===== config.mk =====
export PLATFORM = sky130hd
export DESIGN_NAME = multicycle_ctrl_flat
export DESIGN_NICKNAME = d
export VERILOG_FILES = /design/src/rtl/multicycle_ctrl_if.sv /design/src/rtl/multicycle_ctrl.sv /design/src/flat_wrapper.sv
export SDC_FILE = /design/constraint.sdc
export NUM_CORES = 1
export LEC_CHECK = 0
export ABC_AREA = 1
export CAP_MARGIN = 20
export CORE_MARGIN = 3
export CORE_UTILIZATION = 44
export DETAILED_ROUTE_END_ITERATION = 6
export PLACE_DENSITY = 0.84
export SLEW_MARGIN = 10
export SYNTH_ARGS = -nofsm -noshare
export SYNTH_HDL_FRONTEND = slang
export SYNTH_SLANG_ARGS = --single-unit

===== constraint.sdc =====
create_clock -name clk -period 5.8 [get_ports clk]
set_input_delay 1.45 -clock clk [delete_from_list [all_inputs] [get_ports clk]]
set_output_delay 1.45 -clock clk [all_outputs]
set_load 0.005 [all_outputs]

===== src/rtl/multicycle_ctrl_if.sv =====
// ----------------------------------------------------------------------------
// multicycle_ctrl_if
// Bundles every non-clock/reset signal of the multicycle CPU controller.
//
//   master modport (instruction source / bench side):
//     drives   s, load, in, mem_ack
//     observes w, halted, illegal, err, readnum, writenum, vsel, asel, bsel,
//              loada, loadb, loadc, loads, write, load_addr, mem_req, mem_we,
//              ALUop, shift, sximm5, sximm8
//   slave modport (controller side): the same signals with directions reversed.
//
// DW is the datapath width used for the sign-extended immediates.
// ----------------------------------------------------------------------------
interface multicycle_ctrl_if #(
    parameter int DW = 16
);
    logic                 s;
    logic                 load;
    logic [15:0]          in;
    logic                 mem_ack;

    logic                 w;
    logic                 halted;
    logic                 illegal;
    logic                 err;
    logic [2:0]           readnum;
    logic [2:0]           writenum;
    logic [3:0]           vsel;
    logic                 asel;
    logic                 bsel;
    logic                 loada;
    logic                 loadb;
    logic                 loadc;
    logic                 loads;
    logic                 write;
    logic                 load_addr;
    logic                 mem_req;
    logic                 mem_we;
    logic [1:0]           ALUop;
    logic [1:0]           shift;
    logic signed [DW-1:0] sximm5;
    logic signed [DW-1:0] sximm8;

    modport master (
        output s, load, in, mem_ack,
        input  w, halted, illegal, err, readnum, writenum, vsel,
               asel, bsel, loada, loadb, loadc, loads, write,
               load_addr, mem_req, mem_we, ALUop, shift, sximm5, sximm8
    );

    modport slave (
        input  s, load, in, mem_ack,
        output w, halted, illegal, err, readnum, writenum, vsel,
               asel, bsel, loada, loadb, loadc, loads, write,
               load_addr, mem_req, mem_we, ALUop, shift, sximm5, sximm8
    );
endinterface


===== src/rtl/multicycle_ctrl.sv =====
// ----------------------------------------------------------------------------
// multicycle_ctrl
// Instruction register, decoder and Moore control FSM for the multicycle CPU
// datapath. Every datapath strobe is decoded from the current state only, so
// strobes are valid in the same cycle as the state that asserts them.
//
// Ports:
//   clk    : clock
//   reset  : synchronous, active-high reset (state -> WAIT, IR -> 0, err -> 0)
//   bus    : multicycle_ctrl_if.slave
//            inputs  s (start), load (IR load), in (instruction), mem_ack
//            outputs w, halted, illegal, err, readnum/writenum, vsel,
//                    asel, bsel, loada, loadb, loadc, loads, write,
//                    load_addr, mem_req, mem_we, ALUop, shift, sximm5, sximm8
//
// Parameters:
//   DW          : datapath width of the sign-extended immediates
//   MEM_TIMEOUT : cycles allowed in MEM_RD/MEM_WR without mem_ack
//
// Optional feature macro: CTRL_MEM_TIMEOUT_EN
//   defined   : a memory wait longer than MEM_TIMEOUT cycles abandons the
//               access, returns to WAIT without a register write and sets
//               the sticky err flag (cleared only by reset)
//   undefined : memory waits are unbounded and err is constant 0
// ----------------------------------------------------------------------------
module multicycle_ctrl #(
    parameter int DW          = 16,
    parameter int MEM_TIMEOUT = 15
) (
    input logic               clk,
    input logic               reset,
    multicycle_ctrl_if.slave  bus
);

    localparam logic [4:0] S_WAIT    = 5'd0;
    localparam logic [4:0] S_DECODE  = 5'd1;
    localparam logic [4:0] S_GET_A   = 5'd2;
    localparam logic [4:0] S_GET_B   = 5'd3;
    localparam logic [4:0] S_ALU     = 5'd4;
    localparam logic [4:0] S_SHIFT   = 5'd5;
    localparam logic [4:0] S_STATUS  = 5'd6;
    localparam logic [4:0] S_WR_RD   = 5'd7;
    localparam logic [4:0] S_MOVIMM  = 5'd8;
    localparam logic [4:0] S_LDR_A   = 5'd9;
    localparam logic [4:0] S_ADDR    = 5'd10;
    localparam logic [4:0] S_LD_ADDR = 5'd11;
    localparam logic [4:0] S_MEM_RD  = 5'd12;
    localparam logic [4:0] S_WR_MEM  = 5'd13;
    localparam logic [4:0] S_STR_B   = 5'd14;
    localparam logic [4:0] S_STR_C   = 5'd15;
    localparam logic [4:0] S_MEM_WR  = 5'd16;
    localparam logic [4:0] S_HALT    = 5'd17;

    // Register-index source selection
    localparam logic [1:0] NS_RN = 2'd0;
    localparam logic [1:0] NS_RM = 2'd1;
    localparam logic [1:0] NS_RD = 2'd2;

    function automatic logic signed [DW-1:0] sext5(input logic [4:0] f);
        return $signed({{(DW-5){f[4]}}, f});
    endfunction

    function automatic logic signed [DW-1:0] sext8(input logic [7:0] f);
        return $signed({{(DW-8){f[7]}}, f});
    endfunction

    logic [4:0]  state;
    logic [4:0]  state_nxt;
    logic [15:0] ir;
    logic        ill_set;
    logic        ill_q;
    logic        tmo_hit;
    logic        err_q;
    logic        in_mem;

    logic [2:0]  opc;
    logic [1:0]  op;
    logic        is_shift_op;
    logic        is_cmp;
    logic        is_ldr;

    logic [1:0]  nsel;
    logic        shift_zero;
    logic        w_c, halted_c, write_c, loada_c, loadb_c, loadc_c, loads_c;
    logic        asel_c, bsel_c, load_addr_c, mem_req_c, mem_we_c;
    logic [3:0]  vsel_c;
    logic [2:0]  regnum;

    assign opc         = ir[15:13];
    assign op          = ir[12:11];
    // MOV-shift and MVN route through SHIFT, CMP ends in STATUS
    assign is_shift_op = (opc == 3'b110) || (opc == 3'b101 && op == 2'b11);
    assign is_cmp      = (opc == 3'b101) && (op == 2'b01);
    assign is_ldr      = (opc == 3'b011);
    assign in_mem      = (state == S_MEM_RD) || (state == S_MEM_WR);

    // Instruction register: only writable while idling in WAIT
    always_ff @(posedge clk) begin
        if (reset) begin
            ir <= '0;
        end else if (state == S_WAIT && bus.load) begin
            ir <= bus.in;
        end
    end

    // State register
    always_ff @(posedge clk) begin
        if (reset) begin
            state <= S_WAIT;
        end else begin
            state <= state_nxt;
        end
    end

    // Illegal-opcode pulse lands in the cycle after DECODE
    always_ff @(posedge clk) begin
        if (reset) begin
            ill_q <= 1'b0;
        end else begin
            ill_q <= ill_set;
        end
    end

`ifdef CTRL_MEM_TIMEOUT_EN
    // Counts cycles spent in a memory state; value k means k+1-th cycle there
    localparam int TMO_W = (MEM_TIMEOUT < 2) ? 1 : $clog2(MEM_TIMEOUT);

    logic [TMO_W-1:0] tmo_cnt;

    always_ff @(posedge clk) begin
        if (!in_mem) begin
            tmo_cnt <= '0;
        end else if (!bus.mem_ack) begin
            tmo_cnt <= tmo_cnt + TMO_W'(1);
        end
    end

    // Fires in the MEM_TIMEOUT-th consecutive cycle without an ack
    assign tmo_hit = in_mem && !bus.mem_ack &&
                     (tmo_cnt == TMO_W'(MEM_TIMEOUT - 1));

    always_ff @(posedge clk) begin
        if (reset) begin
            err_q <= 1'b0;
        end else if (tmo_hit) begin
            err_q <= 1'b1;
        end
    end
`else
    assign tmo_hit = 1'b0;
    // No timeout hardware in this build; expression is constant 0
    assign err_q   = (MEM_TIMEOUT < 0);
`endif

    // Next-state logic
    always_comb begin
        state_nxt = state;
        ill_set   = 1'b0;
        case (state)
            S_WAIT: begin
                if (bus.s) state_nxt = S_DECODE;
            end
            S_DECODE: begin
                state_nxt = S_WAIT;
                case (opc)
                    3'b110: begin
                        if (op == 2'b10)      state_nxt = S_MOVIMM;
                        else if (op == 2'b00) state_nxt = S_GET_B;
                        else                  ill_set   = 1'b1;
                    end
                    3'b101: begin
                        if (op == 2'b11) state_nxt = S_GET_B;
                        else             state_nxt = S_GET_A;
                    end
                    3'b011, 3'b100: begin
                        if (op == 2'b00) state_nxt = S_LDR_A;
                        else             ill_set   = 1'b1;
                    end
                    3'b111:  state_nxt = S_HALT;
                    default: ill_set   = 1'b1;
                endcase
            end
            S_GET_A:   state_nxt = S_GET_B;
            S_GET_B: begin
                if (is_shift_op) state_nxt = S_SHIFT;
                else if (is_cmp) state_nxt = S_STATUS;
                else             state_nxt = S_ALU;
            end
            S_ALU:     state_nxt = S_WR_RD;
            S_SHIFT:   state_nxt = S_WR_RD;
            S_STATUS:  state_nxt = S_WAIT;
            S_WR_RD:   state_nxt = S_WAIT;
            S_MOVIMM:  state_nxt = S_WAIT;
            S_LDR_A:   state_nxt = S_ADDR;
            S_ADDR:    state_nxt = S_LD_ADDR;
            S_LD_ADDR: state_nxt = is_ldr ? S_MEM_RD : S_STR_B;
            S_MEM_RD: begin
                if (bus.mem_ack)  state_nxt = S_WR_MEM;
                else if (tmo_hit) state_nxt = S_WAIT;
            end
            S_WR_MEM:  state_nxt = S_WAIT;
            S_STR_B:   state_nxt = S_STR_C;
            S_STR_C:   state_nxt = S_MEM_WR;
            S_MEM_WR: begin
                if (bus.mem_ack || tmo_hit) state_nxt = S_WAIT;
            end
            S_HALT:    state_nxt = S_HALT;
            default:   state_nxt = S_WAIT;
        endcase
    end

    // Moore output decode
    always_comb begin
        w_c         = 1'b0;
        halted_c    = 1'b0;
        write_c     = 1'b0;
        loada_c     = 1'b0;
        loadb_c     = 1'b0;
        loadc_c     = 1'b0;
        loads_c     = 1'b0;
        asel_c      = 1'b0;
        bsel_c      = 1'b0;
        load_addr_c = 1'b0;
        mem_req_c   = 1'b0;
        mem_we_c    = 1'b0;
        vsel_c      = 4'b0001;
        nsel        = NS_RN;
        shift_zero  = 1'b0;
        case (state)
            S_WAIT:    w_c = 1'b1;
            S_HALT:    halted_c = 1'b1;
            S_GET_A:   loada_c = 1'b1;
            S_LDR_A:   loada_c = 1'b1;
            S_GET_B: begin
                loadb_c = 1'b1;
                nsel    = NS_RM;
            end
            S_ALU:     loadc_c = 1'b1;
            S_SHIFT: begin
                asel_c  = 1'b1;
                loadc_c = 1'b1;
            end
            S_STATUS:  loads_c = 1'b1;
            S_WR_RD: begin
                write_c = 1'b1;
                nsel    = NS_RD;
            end
            S_MOVIMM: begin
                write_c = 1'b1;
                vsel_c  = 4'b0100;
            end
            S_ADDR: begin
                bsel_c  = 1'b1;
                loadc_c = 1'b1;
            end
            S_LD_ADDR: load_addr_c = 1'b1;
            S_MEM_RD:  mem_req_c = 1'b1;
            S_WR_MEM: begin
                write_c = 1'b1;
                vsel_c  = 4'b1000;
                nsel    = NS_RD;
            end
            S_STR_B: begin
                loadb_c = 1'b1;
                nsel    = NS_RD;
            end
            // Store data passes through the shifter unshifted
            S_STR_C: begin
                asel_c     = 1'b1;
                loadc_c    = 1'b1;
                shift_zero = 1'b1;
            end
            S_MEM_WR: begin
                mem_req_c = 1'b1;
                mem_we_c  = 1'b1;
            end
            default: ;
        endcase
    end

    always_comb begin
        case (nsel)
            NS_RM:   regnum = ir[2:0];
            NS_RD:   regnum = ir[7:5];
            default: regnum = ir[10:8];
        endcase
    end

    assign bus.w         = w_c;
    assign bus.halted    = halted_c;
    assign bus.illegal   = ill_q;
    assign bus.err       = err_q;
    assign bus.readnum   = regnum;
    assign bus.writenum  = regnum;
    assign bus.vsel      = vsel_c;
    assign bus.asel      = asel_c;
    assign bus.bsel      = bsel_c;
    assign bus.loada     = loada_c;
    assign bus.loadb     = loadb_c;
    assign bus.loadc     = loadc_c;
    assign bus.loads     = loads_c;
    assign bus.write     = write_c;
    assign bus.load_addr = load_addr_c;
    assign bus.mem_req   = mem_req_c;
    assign bus.mem_we    = mem_we_c;
    assign bus.ALUop     = ir[12:11];
    assign bus.shift     = shift_zero ? 2'b00 : ir[4:3];
    assign bus.sximm5    = sext5(ir[4:0]);
    assign bus.sximm8    = sext8(ir[7:0]);

endmodule

===== src/flat_wrapper.sv =====
// flat-port wrapper written by rule: the top's interface ports become plain ports
module multicycle_ctrl_flat 
#(
    parameter int DW          = 16,
    parameter int MEM_TIMEOUT = 15
)
  (clk, reset, bus_s, bus_load, bus_in, bus_mem_ack, bus_w, bus_halted, bus_illegal, bus_err, bus_readnum, bus_writenum, bus_vsel, bus_asel, bus_bsel, bus_loada, bus_loadb, bus_loadc, bus_loads, bus_write, bus_load_addr, bus_mem_req, bus_mem_we, bus_ALUop, bus_shift, bus_sximm5, bus_sximm8);
  multicycle_ctrl_if #(.DW(DW)) bus_i ();
  input logic clk;
  input logic reset;
  input wire logic [$bits(bus_i.s)-1:0] bus_s;
  input wire logic [$bits(bus_i.load)-1:0] bus_load;
  input wire logic [$bits(bus_i.in)-1:0] bus_in;
  input wire logic [$bits(bus_i.mem_ack)-1:0] bus_mem_ack;
  output wire logic [$bits(bus_i.w)-1:0] bus_w;
  output wire logic [$bits(bus_i.halted)-1:0] bus_halted;
  output wire logic [$bits(bus_i.illegal)-1:0] bus_illegal;
  output wire logic [$bits(bus_i.err)-1:0] bus_err;
  output wire logic [$bits(bus_i.readnum)-1:0] bus_readnum;
  output wire logic [$bits(bus_i.writenum)-1:0] bus_writenum;
  output wire logic [$bits(bus_i.vsel)-1:0] bus_vsel;
  output wire logic [$bits(bus_i.asel)-1:0] bus_asel;
  output wire logic [$bits(bus_i.bsel)-1:0] bus_bsel;
  output wire logic [$bits(bus_i.loada)-1:0] bus_loada;
  output wire logic [$bits(bus_i.loadb)-1:0] bus_loadb;
  output wire logic [$bits(bus_i.loadc)-1:0] bus_loadc;
  output wire logic [$bits(bus_i.loads)-1:0] bus_loads;
  output wire logic [$bits(bus_i.write)-1:0] bus_write;
  output wire logic [$bits(bus_i.load_addr)-1:0] bus_load_addr;
  output wire logic [$bits(bus_i.mem_req)-1:0] bus_mem_req;
  output wire logic [$bits(bus_i.mem_we)-1:0] bus_mem_we;
  output wire logic [$bits(bus_i.ALUop)-1:0] bus_ALUop;
  output wire logic [$bits(bus_i.shift)-1:0] bus_shift;
  output wire logic [$bits(bus_i.sximm5)-1:0] bus_sximm5;
  output wire logic [$bits(bus_i.sximm8)-1:0] bus_sximm8;
  assign bus_i.s = bus_s;
  assign bus_i.load = bus_load;
  assign bus_i.in = bus_in;
  assign bus_i.mem_ack = bus_mem_ack;
  assign bus_w = bus_i.w;
  assign bus_halted = bus_i.halted;
  assign bus_illegal = bus_i.illegal;
  assign bus_err = bus_i.err;
  assign bus_readnum = bus_i.readnum;
  assign bus_writenum = bus_i.writenum;
  assign bus_vsel = bus_i.vsel;
  assign bus_asel = bus_i.asel;
  assign bus_bsel = bus_i.bsel;
  assign bus_loada = bus_i.loada;
  assign bus_loadb = bus_i.loadb;
  assign bus_loadc = bus_i.loadc;
  assign bus_loads = bus_i.loads;
  assign bus_write = bus_i.write;
  assign bus_load_addr = bus_i.load_addr;
  assign bus_mem_req = bus_i.mem_req;
  assign bus_mem_we = bus_i.mem_we;
  assign bus_ALUop = bus_i.ALUop;
  assign bus_shift = bus_i.shift;
  assign bus_sximm5 = bus_i.sximm5;
  assign bus_sximm8 = bus_i.sximm8;
  multicycle_ctrl #(.DW(DW), .MEM_TIMEOUT(MEM_TIMEOUT)) u_core (.clk(clk), .reset(reset), .bus(bus_i));
endmodule

## Word level (Yosys, flattened, before mapping)

Cells that the tools add are included.

- Register bits after elaboration: 22
- Logic and storage cells: 84

- Equality and inequality tests: 30
- Multiplexer cells: 32
- Bitwise operators: 1
- Reduce and logical (&&, ||, !) cells: 18

Operator list:

| cell | count |
|---|---|
| $pmux 5 s13 | 1 |
| $eq 5x4->1 const B | 8 |
| $mux 5 | 5 |
| $eq 5x3->1 const B | 4 |
| $pmux 5 s4 | 1 |
| $mux 1 | 16 |
| $reduce_or 2->1 | 8 |
| $eq 3x3->1 const B | 4 |
| $eq 5x2->1 const B | 2 |
| $eq 5x5->1 const B | 2 |
| $mux 2 | 4 |
| $pmux 4 s2 | 1 |
| $eq 2x2->1 const B | 3 |
| $ne 2x2->1 const B | 3 |
| $pmux 3 s2 | 1 |
| $reduce_or 3->1 | 2 |
| $eq 5x1->1 const B | 1 |
| $logic_not 5->1 | 1 |
| $eq 2x1->1 const B | 2 |
| $mux 4 | 1 |
| $pmux 2 s2 | 1 |
| $reduce_or 4->1 | 1 |
| $eq 3x2->1 const B | 1 |
| $logic_and 1x1->1 | 3 |
| other kinds (5) | 5 |

## Longest topological paths before layout

Gate-level depths: netlist of the first run.

- Word-level depth: 5
- Gate-level depth with buffers: 10

## Worst setup path after synthesis of the first run

No wires, ideal clock.

- Kind: register -> output
- Start point: register u_core.state[1]
- End point: output bus_writenum[0]
- Arrival time: 1703 ps
- Data required time: 4350 ps
- Slack: 2647 ps
- Cell stages (with the launch flop): 11
- Cells stage by stage: dfxtp_1 > nor2_1 > inv_1 > nor3_1 > inv_1 > nand3_1 > ha_1 > inv_1 > nor2_1 > a21oi_1 > buf_4

- Word-level cells in the longest chain between the ends: 5

RTL lines:

| item | RTL line | RTL |
|---|---|---|
| from (decl) | multicycle_ctrl.sv:67 | `logic [4:0] state;` |
| from (signal assigned) | multicycle_ctrl.sv:111 | `state <= state_nxt;` |
| $eq 5x3->1 or $eq 5x4->1 (tied branches) | multicycle_ctrl.sv:229 | `case (state)` |
| $reduce_or 3->1 (no source line) | -- |  |
| $pmux 2 s2 (*) | multicycle_ctrl.sv:229 |  |
| $eq 2x2->1 or $eq 2x1->1 (tied branches) | multicycle_ctrl.sv:282 | `case (nsel)` |
| $pmux 3 s2 (*) | multicycle_ctrl.sv:282 |  |
| to (decl) | flat_wrapper.sv:20 | `output wire logic [$bits(bus_i.writenum)-1:0] bus_writenum;` |

Every way passes the cells marked *; elsewhere a longest branch is shown, timed or not.

## Final worst setup path of the first run

Ends and elaborated chain as after synthesis.

==> results of run 1 <==
cell type report:
class / count / area [um^2]
clock buffers: 4 / 55.05
repair buffers: 78 / 780.7
flip-flops and latches: 22 / 440.4
inverters: 33 / 126.4
multi-input cells: 145 / 765.7
well taps: 46 / 57.56
fillers: 312 / 1242
cell families (layout without fill, tap and decap cells):
family          Yosys count  count (layout)  synth area share
simple gates             98              98            0.2916
buf+inv                  75             115            0.2703
compound gates           43              43            0.1534
flops                    22              22            0.2673
fa+ha+maj                 2               2           0.01518
other cells               1               2          0.002276
synth_stat cells:
cell type and count:
or2_1 1, a311oi_1 1, inv_2 3, o31ai_1 2, dfxtp_1 22, buf_6 2, o21ai_2 1, buf_4 39
nor2_8 1, nor2_4 4, nand2_1 24, nand4_1 3, o211ai_1 1, nand2_2 1, conb_1 1, a21oi_1 13
o2111ai_1 1, nand3_2 2, inv_1 29, nor2_2 3, nand3_4 1, inv_4 1, o21ai_0 16, o21ai_1 3
nor2_1 42, a21oi_2 5, nor3_1 4, nand3_1 12, buf_1 1, ha_1 2
flip-flops by register name, indices dropped and copies added (netlist names):
register and count:
u_core.ir 16, u_core.bus.illegal 1, u_core.state 5
layout by cell type (no fill, tap or decap):
cell,count
inv_1,29
nor2_4,4
a21oi_1,13
conb_1,2
a311oi_1,1
dfxtp_1,22
clkbuf_8,4
nand4_1,3
or2_1,1
o21ai_2,1
o21ai_1,3
nor2_2,3
ha_1,2
inv_4,1
o211ai_1,1
o21ai_0,16
nor2_1,42
a21oi_2,5
o31ai_1,2
o2111ai_1,1
inv_2,3
nand2_2,1
nor3_1,4
nand3_1,12
nand3_4,1
nand2_1,24
nor2_8,1
clkdlybuf4s50_1,78
nand3_2,2
through the flow:
step	cells	hold slack [ns]	worst slack, ns
global route	328	0.5329	1.597
global placement	324	0.4853	2.191
floorplan	242	0.4578	2.647
finish	328	0.4906	1.815
detailed placement	324	0.4845	2.106
CTS	328	0.4969	1.806
critical path, stage by stage (launching register included):
cell,delay (ns)
dfxtp_1,0.39
nor2_1,0.19
inv_1,0.10
nor3_1,0.27
inv_1,0.08
nand3_1,0.12
ha_1,0.28
inv_1,0.10
nor2_1,0.05
a21oi_1,0.17
clkdlybuf4s50_1,0.54
worst max path at each step:
stage,end,cells after the start
floorplan,bus_writenum[0],10
global placement,bus_readnum[0],10
detailed placement,bus_writenum[2],10
CTS,bus_writenum[0],10
global route,bus_writenum[1],10
finish,bus_writenum[0],10
power groups by stage:
stage / clock [uW] / sequential, uW / combinational (uW)
6_report: 106 / 191 / 190
5_1_grt: 114 / 195 / 209
4_1_cts: 110 / 191 / 192
3_5_place_dp: 0 / 195 / 191
3_3_place_gp: 0 / 194 / 189
2_1_floorplan: 0 / 190 / 131
per-layer routing:
layer / global-route usage / vias to the layer above
li1: - / 814
met1: 0.2126 / 682
met2: 0.2969 / 60
met3: 0.02163 / 4
met4: 0.03797 / 0
met5: 0 / -
==> results.yml, run 1 <==
outcome:
  status: "finished, final reports clean"
clock_tree:
  clk_path_buf_depth: 2
  clock-sinks: 22
  h-tree-depth: 1
  tritoncts: "built"
  cts_hold_buf: 0
  cts_buffers: 3
  cts_root_buf: "clkbuf_8"
  cts_resized: 0
  post_cts_buffers: 0
  worst_skew_pair.late_latency_ns: 0.25
  clk_pin_slew_ns: 0.08
floorplan:
  fp.dieW_um: 67.20
  die_area_um2: 4515
  start_util: 0.4751
  ioPinCount: 81
  rows: 21
  design.core.area_um2: 3468
  die_h_um: 67.20
drt:
  num_vias: 1560
  routed_wl_um: 3825
  dr.pass1.iters: 4
  avgViaCountPerCell: 4.756
  dr_wl_met3_um: 242
  route.detailed.drc: 0
  drtAntennaViolNets: 0
  top_layer: "met4"
  drt-initial-drc-count: 75
  wl_per_cell_um: 11.66
  routed-wl-met2_um: 1856
  wl_met1_um: 1682
finish:
  utilization: 0.6418
  syn_to_final_growth_pct: 35.08
  n_antenna_cell: 0
  fin_area_um2: 2226
  drive_above_1_share: 0.09220
  nets: 306
min_path:
  hp-class: "flop to flop"
  hold_start: "u_core.ir[3]"
  min_to: "u_core.ir[3]"
  min_path_cells: 2
place:
  dp_hpwl_um: 3127
  portBuffers: 78
  gp_congestion: 0.9609
  dpl_cell_area_um2: 2171
synth:
  ys_top_cells_by_area: "dfxtp_1 (27%), buf_4 (18%), nor2_1 (9.6%), inv_1 (6.6%), nand2_1 (5.5%)"
  yosys_warnings: 0
  ys_types: 30
  synth_top_area_share: 0.2673
  synth-seq-cells: 22
  syn_area_per_cell_um2: 6.837
  netlist_area_um2: 1648
  synth_top_area_cell: "dfxtp_1"
  synth_seq_area_share: 0.2673
  synthCells: 241
grt:
  grt_pass1_wl_um: 6016
  grt_max_degree: 24
  first_global_vias: 1375
  antenna_found_initial: 0
  track_usage: 0.1667
  overflow: 0
critical_path:
  reg2reg_to: "u_core.state[1]"
  end_kind: "primary output"
  startpoint: "u_core.state[1]"
  worstPathRequired_ns: 4.35
  worst_ep_arrival_time_ns: 2.54
  rr_worst_depth: 8
  rrSetupSlack_ns: 4.38
  worst-setup-path-type: "flop to primary output"
  regToRegStartpoint: "u_core.state[3]"
  cp_max_fo: 6
  critPathLaunchType: "flop"
sta:
  tns_ns: 0
  fin_skew_ns: 0.004032
  drv_slew: 0
  finalCriticalPeriod_ns: 3.985
  hold_viol: 0
  rsz0062_at_grt: "no"
  fin_crit_sh: 0.6871
  setup_viol_count_final: 0
  max_freq_mhz: 250.9
job:
  maxCapViolCount: 0
pwr:
  power_switching_uw: 149.3
  combPwrFrac: 0.389
  p_total_uw: 486.7
  vdd.ir_drop.worst_mv: 0.1108
  switching_share: 0.3067
  seq_power_share: 0.393
  p_per_area_nw_per_um2: 218.6
  leakage_uw: 0.0009473
  power_frac_clock: 0.218
  p_int_uw: 337.4
Note: power is estimated with default switching activity, not from simulation.
==> run 2, diff against run 1 <==
--- a/config.mk
+++ b/config.mk
@@ -8,9 +8,9 @@
 export ABC_AREA = 1
 export CAP_MARGIN = 20
 export CORE_MARGIN = 3
-export CORE_UTILIZATION = 44
+export CORE_UTILIZATION = 37
 export DETAILED_ROUTE_END_ITERATION = 6
-export PLACE_DENSITY = 0.84
+export PLACE_DENSITY = 0.75
 export SLEW_MARGIN = 10
 export SYNTH_ARGS = -nofsm -noshare
 export SYNTH_HDL_FRONTEND = slang
==> constraint.sdc (replaced) <==
create_clock -name clk -period 3.5 [get_ports clk]
set_input_delay 0.875 -clock clk [delete_from_list [all_inputs] [get_ports clk]]
set_output_delay 0.875 -clock clk [all_outputs]
set_load 0.005 [all_outputs]
==> run 2 against run 1 <==
Sequential share of layout area barely moved. Critical path depth down 1. Highest routed layer unchanged. Global-route usage fell by 1.4 points. Sequential cell count did not move. Worst hold slack better by 0.012 ns. Largest power group unchanged. Via count up 1.7%.
==> results.yml, run 2 (same netlist as run 1, synthesis figures left out) <==
clock_tree:
  post_cts_buffers: 0
  cts_root_buf: "clkbuf_8"
  worst_skew_pair.late_latency_ns: 0.25
  clk_path_buf_depth: 2
  cts_hold_buf: 0
  tritoncts: "built"
  cts_buffers: 3
  h-tree-depth: 1
  clk_pin_slew_ns: 0.08
  clock-sinks: 22
sta:
  drv_slew: 0
  max_freq_mhz: 309.1
  tns_ns: 0
  hold_viol: 0
  rsz0062_at_grt: "no"
  setup_viol_count_final: 0
  fin_skew_ns: 0.001880
  finalCriticalPeriod_ns: 3.236
  whs_ns: 0.5030
  fin_crit_sh: 0.9245
place:
  portBuffers: 78
  dp_hpwl_um: 3247
  dpl_cell_area_um2: 2176
  gp_congestion: 0.8641
pwr:
  vdd.ir_drop.worst_mv: 0.2380
  seq_power_share: 0.393
  p_per_area_nw_per_um2: 361.3
  power_frac_clock: 0.220
  leakage_uw: 0.0009503
  switching_share: 0.3103
  combPwrFrac: 0.387
  power_switching_uw: 252.0
  p_int_uw: 560.0
drt:
  dr.pass1.iters: 4
  route.detailed.drc: 0
  drt-initial-drc-count: 129
  routed_wl_um: 4016
  avgViaCountPerCell: 4.780
  wl_per_cell_um: 12.10
  drtAntennaViolNets: 0
  num_vias: 1587
finish:
  fin_area_um2: 2247
  layout_common_cells: "clkdlybuf4s50_1 (78), nor2_1 (40), inv_1 (29)"
  syn_to_final_growth_pct: 36.37
  largest_register_ff_count: 16
  drive_above_1_share: 0.1135
  ff_latch_area_um2: 444.2
  top_register: "u_core.ir"
  layout_commonest_cell: "clkdlybuf4s50_1"
  fill_cells: 434
  n_antenna_cell: 0
  nets: 306
  multi_input_area_um2: 775.7
floorplan:
  die_area_um2: 5290
  rows: 23
  die_h_um: 72.74
  start_util: 0.3976
  design.core.area_um2: 4144
  ioPinCount: 81
  fp.dieW_um: 72.74
critical_path:
  end_kind: "primary output"
  worst_ep_arrival_time_ns: 2.36
  startpoint: "u_core.state[2]"
  critPathLaunchType: "flop"
  worstPathRequired_ns: 2.62
  cp_max_fo: 5
  rrSetupSlack_ns: 2.05
  reg2reg_to: "u_core.state[1]"
  worst-setup-path-type: "flop to primary output"
  rr_worst_depth: 8
  crit_end: "bus_writenum[2]"
  regToRegStartpoint: "u_core.state[3]"
grt:
  first_global_vias: 1441
  grt_max_degree: 24
  overflow: 0
  grt_pass1_wl_um: 6555
  antenna_found_initial: 0
  track_usage: 0.1529
job:
  maxCapViolCount: 0
outcome:
  status: "finished, final reports clean"
min_path:
  hp-class: "flop to flop"
run 2: area by class of cell:
| cell class | instances | share of cell area |
|---|---|---|
| flip-flops and latches | 22 | 0.1977 |
| inverters | 33 | 0.05735 |
| well taps | 50 | 0.02784 |
| multi-input cells | 145 | 0.3452 |
| repair buffers | 78 | 0.3474 |
| clock buffers | 4 | 0.02450 |
run 2: critical path, cell delays in order (launching register included):
cell and delay [ns]:
dfxtp_1 0.36, nor2_4 0.22, inv_1 0.12, nor2_4 0.13, inv_2 0.07, ha_1 0.34, inv_1 0.11, nor2_1 0.04
a21oi_1 0.17, clkdlybuf4s50_1 0.55
run 2: worst min path at each step:
stage | cells after the start | endpoint | slack [ns] | from
floorplan | 2 | u_core.ir[3] | 0.46 | u_core.ir[3]
global placement | 2 | u_core.ir[3] | 0.47 | u_core.ir[3]
detailed placement | 2 | u_core.ir[3] | 0.49 | u_core.ir[3]
CTS | 2 | u_core.ir[3] | 0.50 | u_core.ir[3]
global route | 2 | u_core.ir[3] | 0.55 | u_core.ir[3]
finish | 2 | u_core.ir[3] | 0.50 | u_core.ir[3]
run 2: what timing repair did:
item                       in CTS  in global routing
gates resized for setup         0                  7
hold endpoints to repair        0                  0
setup endpoints to repair       0                  6
run 2: power groups by stage:
| stage | sequential (uW) | clock, uW | combinational [uW] |
|---|---|---|---|
| 6_report | 319 | 179 | 314 |
| 5_1_grt | 326 | 199 | 348 |
| 4_1_cts | 318 | 186 | 317 |
| 3_5_place_dp | 324 | 0 | 316 |
| 3_3_place_gp | 323 | 0 | 315 |
| 2_1_floorplan | 315 | 0 | 217 |
run 2: metal layers:
layer  vias up  global-route usage  wire length (um)
met4         0             0.03074                34
li1        815                   -                 -
met1       708              0.1953              1755
met2        60              0.2675              1937
met5         -                   0                 0
met3         4             0.02893               289
run 2: per-stage QoR:
step	instances	worst slack, ns	util	power [uW]
6_report	332	0.2643	0.5423	811.9
5_1_grt	332	0.02950	0.5423	872.7
4_1_cts	332	0.07807	0.5383	822.0
3_5_place_dp	328	0.3839	0.5251	640.1
3_3_place_gp	328	0.4562	0.5251	637.7
2_1_floorplan	242	0.9219	-	532.4
==> run 3, diff against run 2 <==
--- a/config.mk
+++ b/config.mk
@@ -11,7 +11,7 @@
 export CORE_UTILIZATION = 37
 export DETAILED_ROUTE_END_ITERATION = 6
 export PLACE_DENSITY = 0.75
-export SLEW_MARGIN = 10
+export SLEW_MARGIN = 20
 export SYNTH_ARGS = -nofsm -noshare
 export SYNTH_HDL_FRONTEND = slang
 export SYNTH_SLANG_ARGS = --single-unit
==> results of run 3 <==
The final DEF is identical to that of run 2; final timing and power are the same.
